[src/rtl/cl_div_pkg.sv]
// Shared types and constants for the dual-mode (integer / carry-less) divider.
package cl_div_pkg;

    typedef enum logic [1:0] {
        IDLE,
        RUN,
        ZERO,
        FIN
    } state_t;

    localparam logic MODE_INT = 1'b1;
    localparam logic MODE_CL  = 1'b0;

    localparam int DEFAULT_WIDTH = 32;

endpackage

[src/rtl/cl_divider_msb_index.sv]
// Priority encoder: index of the highest set bit, 0 when the input is 0.
module msb_index #(
    parameter int WIDTH = 32,
    parameter int IDX_W = $clog2(WIDTH)
) (
    input  logic [WIDTH-1:0] value,
    output logic [IDX_W-1:0] index
);

    // NOTE: every always_comb output gets a default before any conditional
    // assignment, so no path leaves it unassigned and no latch is inferred.
    always_comb begin
        index = '0;
        for (int i = 0; i < WIDTH; i++) begin
            if (value[i]) index = IDX_W'(i);
        end
    end

endmodule

[src/rtl/cl_divider.sv]
// Iterative divider, one quotient bit per clock: restoring integer division
// (carry_option=1) or GF(2)[x] polynomial division (carry_option=0).
module cl_divider
    import cl_div_pkg::*;
#(
    parameter int WIDTH = DEFAULT_WIDTH
) (
    input  logic             clk,
    input  logic             resetn,
    input  logic             start,
    input  logic             carry_option,
    input  logic [WIDTH-1:0] a,
    input  logic [WIDTH-1:0] b,
    output logic             busy,
    output logic             done,
    output logic [WIDTH-1:0] quotient,
    output logic [WIDTH-1:0] remainder,
    output logic             div_by_zero
);

    localparam int CNT_W = $clog2(WIDTH);

    state_t state, state_next;

    logic [WIDTH-1:0] a_lat;
    logic [WIDTH-1:0] b_lat;
    logic             mode_lat;
    logic [CNT_W-1:0] deg_b;
    logic [CNT_W-1:0] deg_b_in;
    logic [CNT_W-1:0] cnt;
    logic [WIDTH:0]   r;
    logic [WIDTH-1:0] q;

    logic             accept;
    logic             a_bit;
    logic             take;
    logic [WIDTH:0]   rs;
    logic [WIDTH:0]   diff;
    logic [WIDTH:0]   r_step;

    msb_index #(
        .WIDTH (WIDTH),
        .IDX_W (CNT_W)
    ) u_msb_index (
        .value (b),
        .index (deg_b_in)
    );

    // NOTE: sequential state uses non-blocking assignments so every register
    // samples its pre-edge value regardless of statement order.
    always_ff @(posedge clk) begin
        if (!resetn) state <= IDLE;
        else         state <= state_next;
    end

    always_comb begin
        state_next = state;
        accept     = 1'b0;
        case (state)
            IDLE: begin
                if (start) begin
                    accept     = 1'b1;
                    state_next = (b == '0) ? ZERO : RUN;
                end
            end
            RUN:     if (cnt == '0) state_next = FIN;
            ZERO:    state_next = FIN;
            FIN:     state_next = IDLE;
            default: state_next = IDLE;
        endcase
    end

    // One division step: shift in the next dividend bit, then conditionally
    // subtract (integer) or XOR (polynomial) the divisor.
    always_comb begin
        a_bit = a_lat[cnt];
        rs    = (r << 1) | {{WIDTH{1'b0}}, a_bit};
        diff  = rs - {1'b0, b_lat};
        if (mode_lat == MODE_INT) begin
            take   = (rs >= {1'b0, b_lat});
            r_step = take ? diff : rs;
        end else begin
            take   = rs[deg_b];
            r_step = take ? (rs ^ {1'b0, b_lat}) : rs;
        end
    end

    always_ff @(posedge clk) begin
        if (!resetn) begin
            a_lat       <= '0;
            b_lat       <= '0;
            mode_lat    <= MODE_INT;
            deg_b       <= '0;
            cnt         <= '0;
            r           <= '0;
            q           <= '0;
            busy        <= 1'b0;
            done        <= 1'b0;
            quotient    <= '0;
            remainder   <= '0;
            div_by_zero <= 1'b0;
        end else begin
            done <= 1'b0;
            case (state)
                IDLE: begin
                    if (accept) begin
                        a_lat       <= a;
                        b_lat       <= b;
                        mode_lat    <= carry_option;
                        deg_b       <= deg_b_in;
                        cnt         <= CNT_W'(WIDTH - 1);
                        r           <= '0;
                        q           <= '0;
                        busy        <= 1'b1;
                        div_by_zero <= 1'b0;
                    end
                end
                RUN: begin
                    r      <= r_step;
                    q[cnt] <= take;
                    if (cnt != '0) cnt <= cnt - CNT_W'(1);
                end
                ZERO: begin
                    q <= '1;
                    r <= {1'b0, a_lat};
                end
                FIN: begin
                    done        <= 1'b1;
                    busy        <= 1'b0;
                    quotient    <= q;
                    remainder   <= r[WIDTH-1:0];
                    div_by_zero <= (b_lat == '0);
                end
                default: ;
            endcase
        end
    end

endmodule

[config.mk]
export PLATFORM = sky130hd
export DESIGN_NAME = cl_divider
export DESIGN_NICKNAME = d
export VERILOG_FILES = /design/src/rtl/cl_div_pkg.sv /design/src/rtl/cl_divider_msb_index.sv /design/src/rtl/cl_divider.sv
export SDC_FILE = /design/constraint.sdc
export NUM_CORES = 1
export LEC_CHECK = 0
export CAP_MARGIN = 10
export CELL_PAD_IN_SITES_DETAIL_PLACEMENT = 1
export CELL_PAD_IN_SITES_GLOBAL_PLACEMENT = 1
export CORE_MARGIN = 2
export CORE_UTILIZATION = 43
export CTS_CLUSTER_SIZE = 16
export DETAILED_ROUTE_END_ITERATION = 8
export GPL_ROUTABILITY_DRIVEN = 0
export PLACE_DENSITY = 0.9
export SYNTH_ARGS = -nofsm -noshare
export SYNTH_HDL_FRONTEND = slang
export SYNTH_SLANG_ARGS = --single-unit
[constraint.sdc]
create_clock -name clk -period 4.5 [get_ports clk]
set_clock_uncertainty 0.15 [all_clocks]
set_input_delay 0.9 -clock clk [delete_from_list [all_inputs] [get_ports clk]]
set_output_delay 0.9 -clock clk [all_outputs]
set_load 0.1 [all_outputs]
==> impl_results.md, run 1 <==
* First-pass GRT wire length at 70,800 µm
* Slew headroom at 0.323
* Crit. Startpoint: cnt[1]
* Layout area overhead at 20.9%
* Initial antenna violation count at 0
* WL/cell at 24.2 µm
* Top FF cell, synth: dfxtp_1
* CP top delay family: compound AO/OA/AOI/OAI gates
* Pin count of the biggest net entering global routing at 131
* Slack of the worst reg-to-reg path at between 100 and 150 ps
* Clk pin slew, worst setup/hold paths at 70 ps
* Async S/R FF share, synth at 0
* CP Buf/Inv Count at 2
* Crit path arrival time at 4660 ps
* Die area at 29,000 µm²
* # IOs at 135
* Grt total ovfl at 0
* Detailed Place HPWL at 31,300 µm
* Initial DRC Count at between 1,000 and 1,500
* Drt drc at 0
* Yosys top cell by area: dfxtp_1
* CTS tree: done
* Register-to-Register Path Depth at 18
* Worst setup SP type: register
* Highest Clock Rate at about 0.23 GHz
* Crit path capture type: register
* Initial Utilization at 0.440
* Synthesized cell area at 11,900 µm²
* Synth top area share at 0.350
* Synth top area cells: dfxtp_1 (35%), mux2i_1 (8.2%), nand2_1 (6.9%)
* Total track usage at 0.308
* Proportion of layout cells with a drive suffix above 1 at 0.0789
* Port Buffers at 134
* Final setup viols at 0
* NumNets Final at between 1,500 and 2,000
* Pwr/cell area at 600 nW/µm²
* Vias in the first global route at 12,700
* CP Data Required Time at 4770 ps
* H-Tree Depth at 1
* Clock sinks at 208
* Worst-margin pin slew at 1010 ps
* Fin area at 14,400 µm²
* Max IR drop VDD at 336 µV
* DP Area at 13,500 µm²
* PnR worst setup slack at 106 ps
* Path type of the worst min-delay path: register to register
* Crit path largest cell delay at 450 ps
* Synth Register Bits at 208
* P_leak at 5.27 nW
* Die W at roughly 170 µm
* Slowest CP cell: fa_1
* Post-route ant nets at 0
* Clock Latency Late Sink at roughly 550 ps
* Worst slack, placed at between 90 and 100 ps
* Count leader, synth: nand2_1
* Die H at 170 µm
* Hold path cells at 2
* # hold bufs at CTS at 0
* Max-cap violations at 0
* Most frequent cells after synthesis: nand2_1 (218), dfxtp_1 (208), a21oi_1 (147)
* Slew Limit Fails at 0
* Fin crit period at 4390 ps
* Mean post-synth cell area at 8.02 µm²
* Routed WL at 46,700 µm
* Largest fanout on the critical path at 18
* Row cnt at 60
* Worst-path cell chain: buf_12 -> mux2i_2 -> a22oi_1 -> nand4_1 -> nor2_1 -> nor2_2 -> ha_1 -> inv_1 -> fa_1 -> a211oi_2 -> o21bai_2 -> a2111oi_4 -> o21ai_1 -> o41ai_1 -> xnor2_1 -> mux2i_1 -> a21oi_1 -> a221o_1
* Final period util at 0.976
* Antenna Cells at 0
* Final count of hold timing violations at 0
* CP Depth at 18
* Synth cell types at 75
* Deepest clock path buffer count at 3
* Reg2reg end: r[20]
* Worst Setup EP: r[20]
* Post-Synthesis Cells at 1,483
* Reg2reg start: cnt[1]
* Crit path kind: register to register
* Register area share after synthesis at 0.350
* Root Buffer: clkbuf_16
* Drt pass-1 iters at 7
* EDFF count, synth at 0
* CORE AREA at 27,000 µm²
* CTS Buf Count at 24
* Synth warn at 0
* Vias at 12,400
* Vias per cell at roughly 6.5
* Syn nets at 1,595
* Status: complete, no violations
==> per-layer routing <==
metal  wire [µm]  vias up  GRT usage
met5           0        -          0
met4        2870        0      0.162
met3        4120      217     0.0705
met2       21700      676      0.512
met1       18000     6032      0.372
li1            -     5507          -
==> where the power goes <==
part | leakage (nW) | internal (mW) | switching, mW
Sequential | 1.69 | 2.04 | 0.332
Combinational | 3.17 | 1.53 | 2.67
Clock | 0.406 | 1.21 | 0.837
==> worst min-delay path: stages, from the launching register on <==
cell     delay, ps
dfxtp_1        310
nand2_1         50
a21oi_1         50
==> per-stage QoR <==
| step | util | TNS [ps] | total power, mW | hold WS (ps) | instances |
|---|---|---|---|---|---|
| 2_1_floorplan | - | 0 | 5.15 | 286 | 1483 |
| 3_3_place_gp | 0.499 | 0 | 6.12 | 294 | 1879 |
| 3_5_place_dp | 0.499 | 0 | 6.29 | 305 | 1879 |
| 4_1_cts | 0.530 | 0 | 8.39 | 313 | 1923 |
| 5_1_grt | 0.532 | -421 | 9.02 | 336 | 1925 |
| 6_report | 0.532 | 0 | 8.62 | 310 | 1925 |
==> kinds of logic after synthesis <==
kind of cell,count (synthesis),synth area share
compound gates,426,0.236
xor+xnor,22,0.0162
fa+ha+maj,44,0.0469
buf+inv,167,0.0589
flops,208,0.350
mux,107,0.0976
simple gates,509,0.194
==> layout make-up <==
class / instances / area (µm²)
timing repair buffer: 172 / 1660
fill: 3188 / 12700
clock inverter: 12 / 129
sequential: 208 / 4170
tap: 341 / 427
multi-input combinational: 1108 / 7090
inverter: 52 / 198
clock buffer: 32 / 701
==> cells in the final DEF, fill, tap and decap left out, drive strengths merged, types with 32 or more instances in the layout <==
cell type	count
mux2i	98
a221oi	34
nor2	133
nand2	218
buf	38
dfxtp	208
nor3	45
clkbuf	32
a21o	44
a21oi	147
clkdlybuf4s50	134
ha	43
inv	52
o21ai	72
==> flip-flops by register name, summed over array words and instances (netlist names) <==
signal,cells
done,1
r,32
cnt,5
mode_lat,1
quotient,32
deg_b,5
a_lat,32
b_lat,32
remainder,32
div_by_zero,1
state,2
q,32
busy,1
==> worst min path at each step <==
stage,startpoint,endpoint
3_3_place_gp,b_lat[16],b_lat[16]
2_1_floorplan,b_lat[16],b_lat[16]
4_1_cts,b_lat[16],b_lat[16]
6_report,b_lat[16],b_lat[16]
3_5_place_dp,b_lat[16],b_lat[16]
5_1_grt,b_lat[17],b_lat[17]
==> repair_timing <==
| item | CTS | global route |
|---|---|---|
| endpoints found under the setup margin | 4 | 9 |
| pin swaps | 0 | 2 |
| setup buffers | 0 | 2 |
| gates resized for setup | 1 | 10 |
Note: power is estimated with default switching activity, not from simulation.
==> run 2, diff against run 1 <==
- GPL_ROUTABILITY_DRIVEN: 0 -> 1
==> impl_results.md, run 2 (same netlist as run 1, synthesis figures left out) <==
* Status: complete, no violations (unchanged)
* Vias per cell at 6.29 (was 6.46)
* Die W at 170 µm (unchanged)
* CTS tree: done (unchanged)
* Post-Layout Cell Count at 1,921 (was 1,925)
* Initial DRC Count at 1,045 (was 1,295)
* Grt total ovfl at 0 (unchanged)
* Initial Utilization at 0.440 (unchanged)
* Fin Setup TNS at 0 ps (unchanged)
* Die area at 29,000 µm² (unchanged)
* Layout area overhead at 20.4% (was 20.9%)
* Detailed Place HPWL at 31,800 µm (was 31,300 µm)
* Crit path capture type: register (unchanged)
* Worst-margin pin slew at 1010 ps (about the same)
* PnR worst setup slack at 168 ps (was 106 ps)
* Clock sinks at 208 (unchanged)
* Deepest clock path buffer count at 3 (unchanged)
* Drt drc at 0 (unchanged)
* Pin count of the biggest net entering global routing at 174 (was 131)
* Initial antenna violation count at 2 (was 0)
* Clk pin slew, worst setup/hold paths at 60 ps (was 70 ps)
* FF+latch area at 4170 µm² (about the same)
* Clock Latency Late Sink at 540 ps (was 550 ps)
* Commonest non-fill, non-tap cell in the layout: nand2_1 (unchanged)
* # IOs at 135 (unchanged)
* Routed WL at 45,000 µm (was 46,700 µm)
* Crit path arrival time at 4620 ps (was 4660 ps)
* Final period util at 0.963 (was 0.976)
* Fin crit period at 4330 ps (was 4390 ps)
* Antenna Cells at 0 (unchanged)
* Fill cell count at 3,205 (was 3,188)
* NumNets Final at 1,677 (was 1,678)
* Fin area at 14,300 µm² (was 14,400 µm²)
* Max-cap violations at 0 (unchanged)
* Commonest cells after routing, fill and taps aside: nand2_1 (217), dfxtp_1 (206), a21oi_1 (146), clkdlybuf4s50_1 (134), nor2_1 (133) (was nand2_1 (217), dfxtp_1 (204), a21oi_1 (146), clkdlybuf4s50_1 (134), nor2_1 (132))
* Post-route ant nets at 0 (unchanged)
* Pwr/cell area at 593 nW/µm² (was 600 nW/µm²)
* Final count of hold timing violations at 0 (unchanged)
* Drt pass-1 iters at 6 (was 7)
* Path type of the worst min-delay path: register to register (unchanged)
* Area of the multi-input gates at 7080 µm² (was 7090 µm²)
* Worst setup SP type: register (unchanged)
* Vias at 12,100 (was 12,400)
* Crit path kind: register to register (unchanged)
* Vias in the first global route at 12,200 (was 12,700)
* Largest fanout on the critical path at 10 (was 18)
* Slew headroom at 0.324 (was 0.323)
* First-pass GRT wire length at 70,000 µm (was 70,800 µm)
* Row cnt at 60 (unchanged)
* H-Tree Depth at 1 (unchanged)
* CP Data Required Time at 4790 ps (was 4770 ps)
* Die H at 170 µm (unchanged)
* DP Area at 13,500 µm² (unchanged)
* Port Buffers at 134 (unchanged)
* Root Buffer: clkbuf_16 (unchanged)
* Worst slack, placed at -1.56 ps (was 95.2 ps)
* WL/cell at 23.4 µm (was 24.2 µm)
* Gpl congestion at 0.961
* Max IR drop VDD at 344 µV (was 336 µV)
* Total track usage at 0.306 (was 0.308)
* Slew Limit Fails at 0 (unchanged)
* Proportion of layout cells with a drive suffix above 1 at 0.0703 (was 0.0789)
* CTS Buf Count at 24 (unchanged)
* P_leak at 5.24 nW (was 5.27 nW)
* CORE AREA at 27,000 µm² (unchanged)
* RSZ-0062 raised after global routing: no
* Final setup viols at 0 (unchanged)
* Highest Clock Rate at 0.231 GHz (was 0.228 GHz)
* Inst Count DP at 1,879 (unchanged)
==> run 2: cell types whose count changed in the layout (fill, tap and decap cells not counted), sizes merged <==
| cell | change |
|---|---|
| buf | -1 |
| clkinv | -5 |
| clkbuf | +4 |
| clkinvlp | -1 |
| bufinv | -1 |
==> run 2: worst paths after layout <==
path / to / slack [ps] / cells after the start / start
max: r[30] / 170 / 19 / cnt[2]
max reg2reg: r[30] / 170 / 19 / cnt[2]
min reg2reg: b_lat[17] / 310 / 2 / b_lat[17]
min: b_lat[17] / 310 / 2 / b_lat[17]
==> run 2: repair_timing <==
action                                 4_1_cts  5_1_grt
setup endpoints to repair                    1        6
hold buffers                                 0        0
pin swaps                                    0        1
resized for setup                            1        4
endpoints found under the hold margin        0        0
setup buffers                                0        1
==> run 2: power by group <==
group | switching [mW] | internal (mW)
combinational | 2.66 | 1.51
sequential | 0.298 | 2.04
clock | 0.815 | 1.16
total | 3.78 | 4.71
==> run 2: layer usage <==
layer | GRT usage | routed length, µm | vias to the layer above
li1 | - | - | 5500
met1 | 0.393 | 18500 | 5942
met2 | 0.518 | 21400 | 519
met3 | 0.0579 | 3470 | 111
met4 | 0.0996 | 1550 | 4
met5 | 0 | 23 | -
==> run 2: worst max-delay path, cell delays in order, from the launching register on <==
cell       delay, ps
dfxtp_1          410
buf_4            210
nor3b_4          260
a22oi_1          130
nand4_1          150
nor2_1            60
nor2_1           240
ha_1             230
inv_1             60
fa_1             400
a211oi_2         190
o21bai_1         160
a2111oi_4        300
buf_4            190
o221ai_2         150
and3_1           270
o2111ai_1        270
and3_1           200
nor2_1            40
a21o_1           150
==> run 2: final cells by class <==
class	instances	area share
Tap cell	341	0.0298
Clock buffer	36	0.0500
Sequential cell	208	0.291
Timing Repair Buffer	171	0.116
Inverter	52	0.0138
Multi-Input combinational cell	1108	0.494
Clock inverter	5	0.00559
==> run 2: per-stage QoR <==
stage                     power [mW]  hold slack, ps   util
after detailed placement        6.36             300  0.499
after CTS                       8.39             308  0.529
after global placement          6.20             298  0.499
final                           8.49             306  0.530
after global routing            8.90             332  0.530
after floorplan                 5.15             286      -
==> run 3, diff against run 2 <==
- PLACE_DENSITY: 0.9 -> 0.89
- SLEW_MARGIN: default -> 20
==> impl_results.md, run 3 (same netlist as run 1, synthesis figures left out) <==
* Status: complete, no violations (unchanged)
* CTS tree: done (unchanged)
* # IOs at 135 (unchanged)
* Final count of hold timing violations at 0 (unchanged)
* Die area at 29,000 µm² (unchanged)
* Vias at 12,000 (was 12,100)
* Die H at 170 µm (unchanged)
* Initial Utilization at 0.440 (unchanged)
* Final period util at 0.962 (was 0.963)
* Initial DRC Count at 1,251 (was 1,045)
* Fin Setup TNS at 0 ps (unchanged)
* Fin crit period at 4330 ps (about the same)
* RSZ-0062 raised after global routing: no (unchanged)
* Root Buffer: clkbuf_16 (unchanged)
* Max-cap violations at 0 (unchanged)
* Pin count of the biggest net entering global routing at 96 (was 174)
* Slowest CP cell: a2111oi_4 (was dfxtp_1)
* H-Tree Depth at 1 (unchanged)
* Row cnt at 60 (unchanged)
* Antenna Cells at 0 (unchanged)
* Slew headroom at 0.330 (was 0.324)
* Path type of the worst min-delay path: register to register (unchanged)
* Max IR drop VDD at 310 µV (was 344 µV)
* Clk pin slew, worst setup/hold paths at 70 ps (was 60 ps)
* Post-route ant nets at 0 (unchanged)
* Fin util at 0.529 (was 0.530)
* Drt drc at 0 (unchanged)
* CTS Buf Count at 23 (was 24)
* Pwr/cell area at 591 nW/µm² (was 593 nW/µm²)
* Crit path arrival time at 4660 ps (was 4620 ps)
* Crit path capture type: register (unchanged)
* Vias in the first global route at 12,400 (was 12,200)
* Inst Count DP at 1,878 (was 1,879)
* First-pass GRT wire length at 69,500 µm (was 70,000 µm)
* Detailed Place HPWL at 31,700 µm (was 31,800 µm)
* Grt total ovfl at 0 (unchanged)
* CORE AREA at 27,000 µm² (unchanged)
* Highest Clock Rate at 0.231 GHz (about the same)
* Total track usage at 0.302 (was 0.306)
* Power, Total at 8.44 mW (was 8.49 mW)
* CP top delay family: compound AO/OA/AOI/OAI gates (unchanged)
* Port Buffers at 134 (unchanged)
* Clock sinks at 208 (unchanged)
* Proportion of layout cells with a drive suffix above 1 at 0.0709 (was 0.0703)
* CP Data Required Time at 4830 ps (was 4790 ps)
* Worst setup SP type: register (unchanged)
* # hold bufs at CTS at 0 (unchanged)
* Worst-path cell chain: buf_12 -> mux2i_1 -> a22oi_1 -> nand4_1 -> nor2_1 -> nor2_1 -> ha_1 -> inv_1 -> fa_1 -> a211oi_2 -> o21bai_1 -> a2111oi_4 -> o221ai_1 -> and3_1 -> o2111ai_1 -> a21oi_1 -> o21ai_0 -> a21o_1 (was buf_4 -> nor3b_4 -> a22oi_1 -> nand4_1 -> nor2_1 -> nor2_1 -> ha_1 -> inv_1 -> fa_1 -> a211oi_2 -> o21bai_1 -> a2111oi_4 -> buf_4 -> o221ai_2 -> and3_1 -> o2111ai_1 -> and3_1 -> nor2_1 -> a21o_1)
* Clock Latency Late Sink at 530 ps (was 540 ps)
* P_leak at 5.24 nW (about the same)
* Layout area overhead at 20.1% (was 20.4%)
* Final setup viols at 0 (unchanged)
* Commonest cells after routing, fill and taps aside: nand2_1 (217), dfxtp_1 (205), a21oi_1 (146), clkdlybuf4s50_1 (134), nor2_1 (133) (was nand2_1 (217), dfxtp_1 (206), a21oi_1 (146), clkdlybuf4s50_1 (134), nor2_1 (133))
* Routed WL at 44,400 µm (was 45,000 µm)
* Drt pass-1 iters at 5 (was 6)
* Die W at 170 µm (unchanged)
* CP Buf/Inv Count at 2 (was 3)
* Crit path largest cell delay at 480 ps (was 410 ps)
* Slew Limit Fails at 0 (unchanged)
* Post-Layout Cell Count at 1,920 (was 1,921)
* CP most frequent cell: nor2_1 (unchanged)
* Commonest non-fill, non-tap cell in the layout: nand2_1 (unchanged)
* NumNets Final at 1,674 (was 1,677)
* Crit path kind: register to register (unchanged)
* Worst-margin pin slew at 1000 ps (was 1010 ps)
* Initial antenna violation count at 0 (was 2)
* WL/cell at 23.1 µm (was 23.4 µm)
* Worst hold slack at 317 ps (was 306 ps)
* Largest fanout on the critical path at 20 (was 10)
* Vias per cell at 6.25 (was 6.29)
* Deepest clock path buffer count at 3 (unchanged)
* Gpl congestion at 0.969 (was 0.961)
-- run 3: cell count changes in the layout (fill, tap and decap cells not counted), moves of 2 or more --
cell / change
clkinvlp_4: -2
buf_4: -2
clkinv_2: +4
inv_6: +3
clkbuf_1: -2
-- run 3: final timing paths --
check,start,endpoint,slack [ps],depth (start not counted)
worst max-delay path,cnt[1],r[30],170,18
worst min-delay path,b_lat[16],b_lat[16],320,2
worst max register to register,cnt[1],r[30],170,18
worst min register to register,b_lat[16],b_lat[16],320,2
-- run 3: final cells by class --
class,count,area (µm²)
flip-flops and latches,208,4170
clock inverters,10,111
inverters,52,198
repair buffers,169,1640
well taps,341,427
fillers,3247,12700
multi-input cells,1108,7070
clock buffers,32,669
-- run 3: report_power, final --
part           total, mW  switching [mW]  internal, mW
logic               4.11            2.61          1.50
registers           2.36           0.314          2.04
clock network       1.97           0.811          1.16
total               8.44            3.74          4.70
-- run 3: what timing repair did --
action | in CTS | in global routing
resized for setup | 0 | 5
buffers inserted | 0 | 0
setup endpoints to repair | 0 | 3
-- run 3: through the flow --
step           instance area, µm²  setup WS (ps)
3_5_place_dp                13500            158
3_3_place_gp                13500            309
6_report                    14300            172
5_1_grt                     14300           7.91
4_1_cts                     14300           96.1
2_1_floorplan               11900            499
-- run 3: worst register-to-register path, delay by kind of cell, from the launching register on --
kind | cells | cell delay (ps)
compound gates | 9 | 1930
flops | 1 | 380
mux | 1 | 260
buf+inv | 2 | 250
fa+ha+maj | 2 | 620
simple gates | 4 | 680
-- run 3: per-layer routing --
metal / part of all wire / up-vias / track usage
met5: 0 / - / 0
met4: 0.035 / 0 / 0.116
met1: 0.41 / 5968 / 0.378
li1: - / 5492 / -
met3: 0.073 / 109 / 0.0540
met2: 0.48 / 435 / 0.518
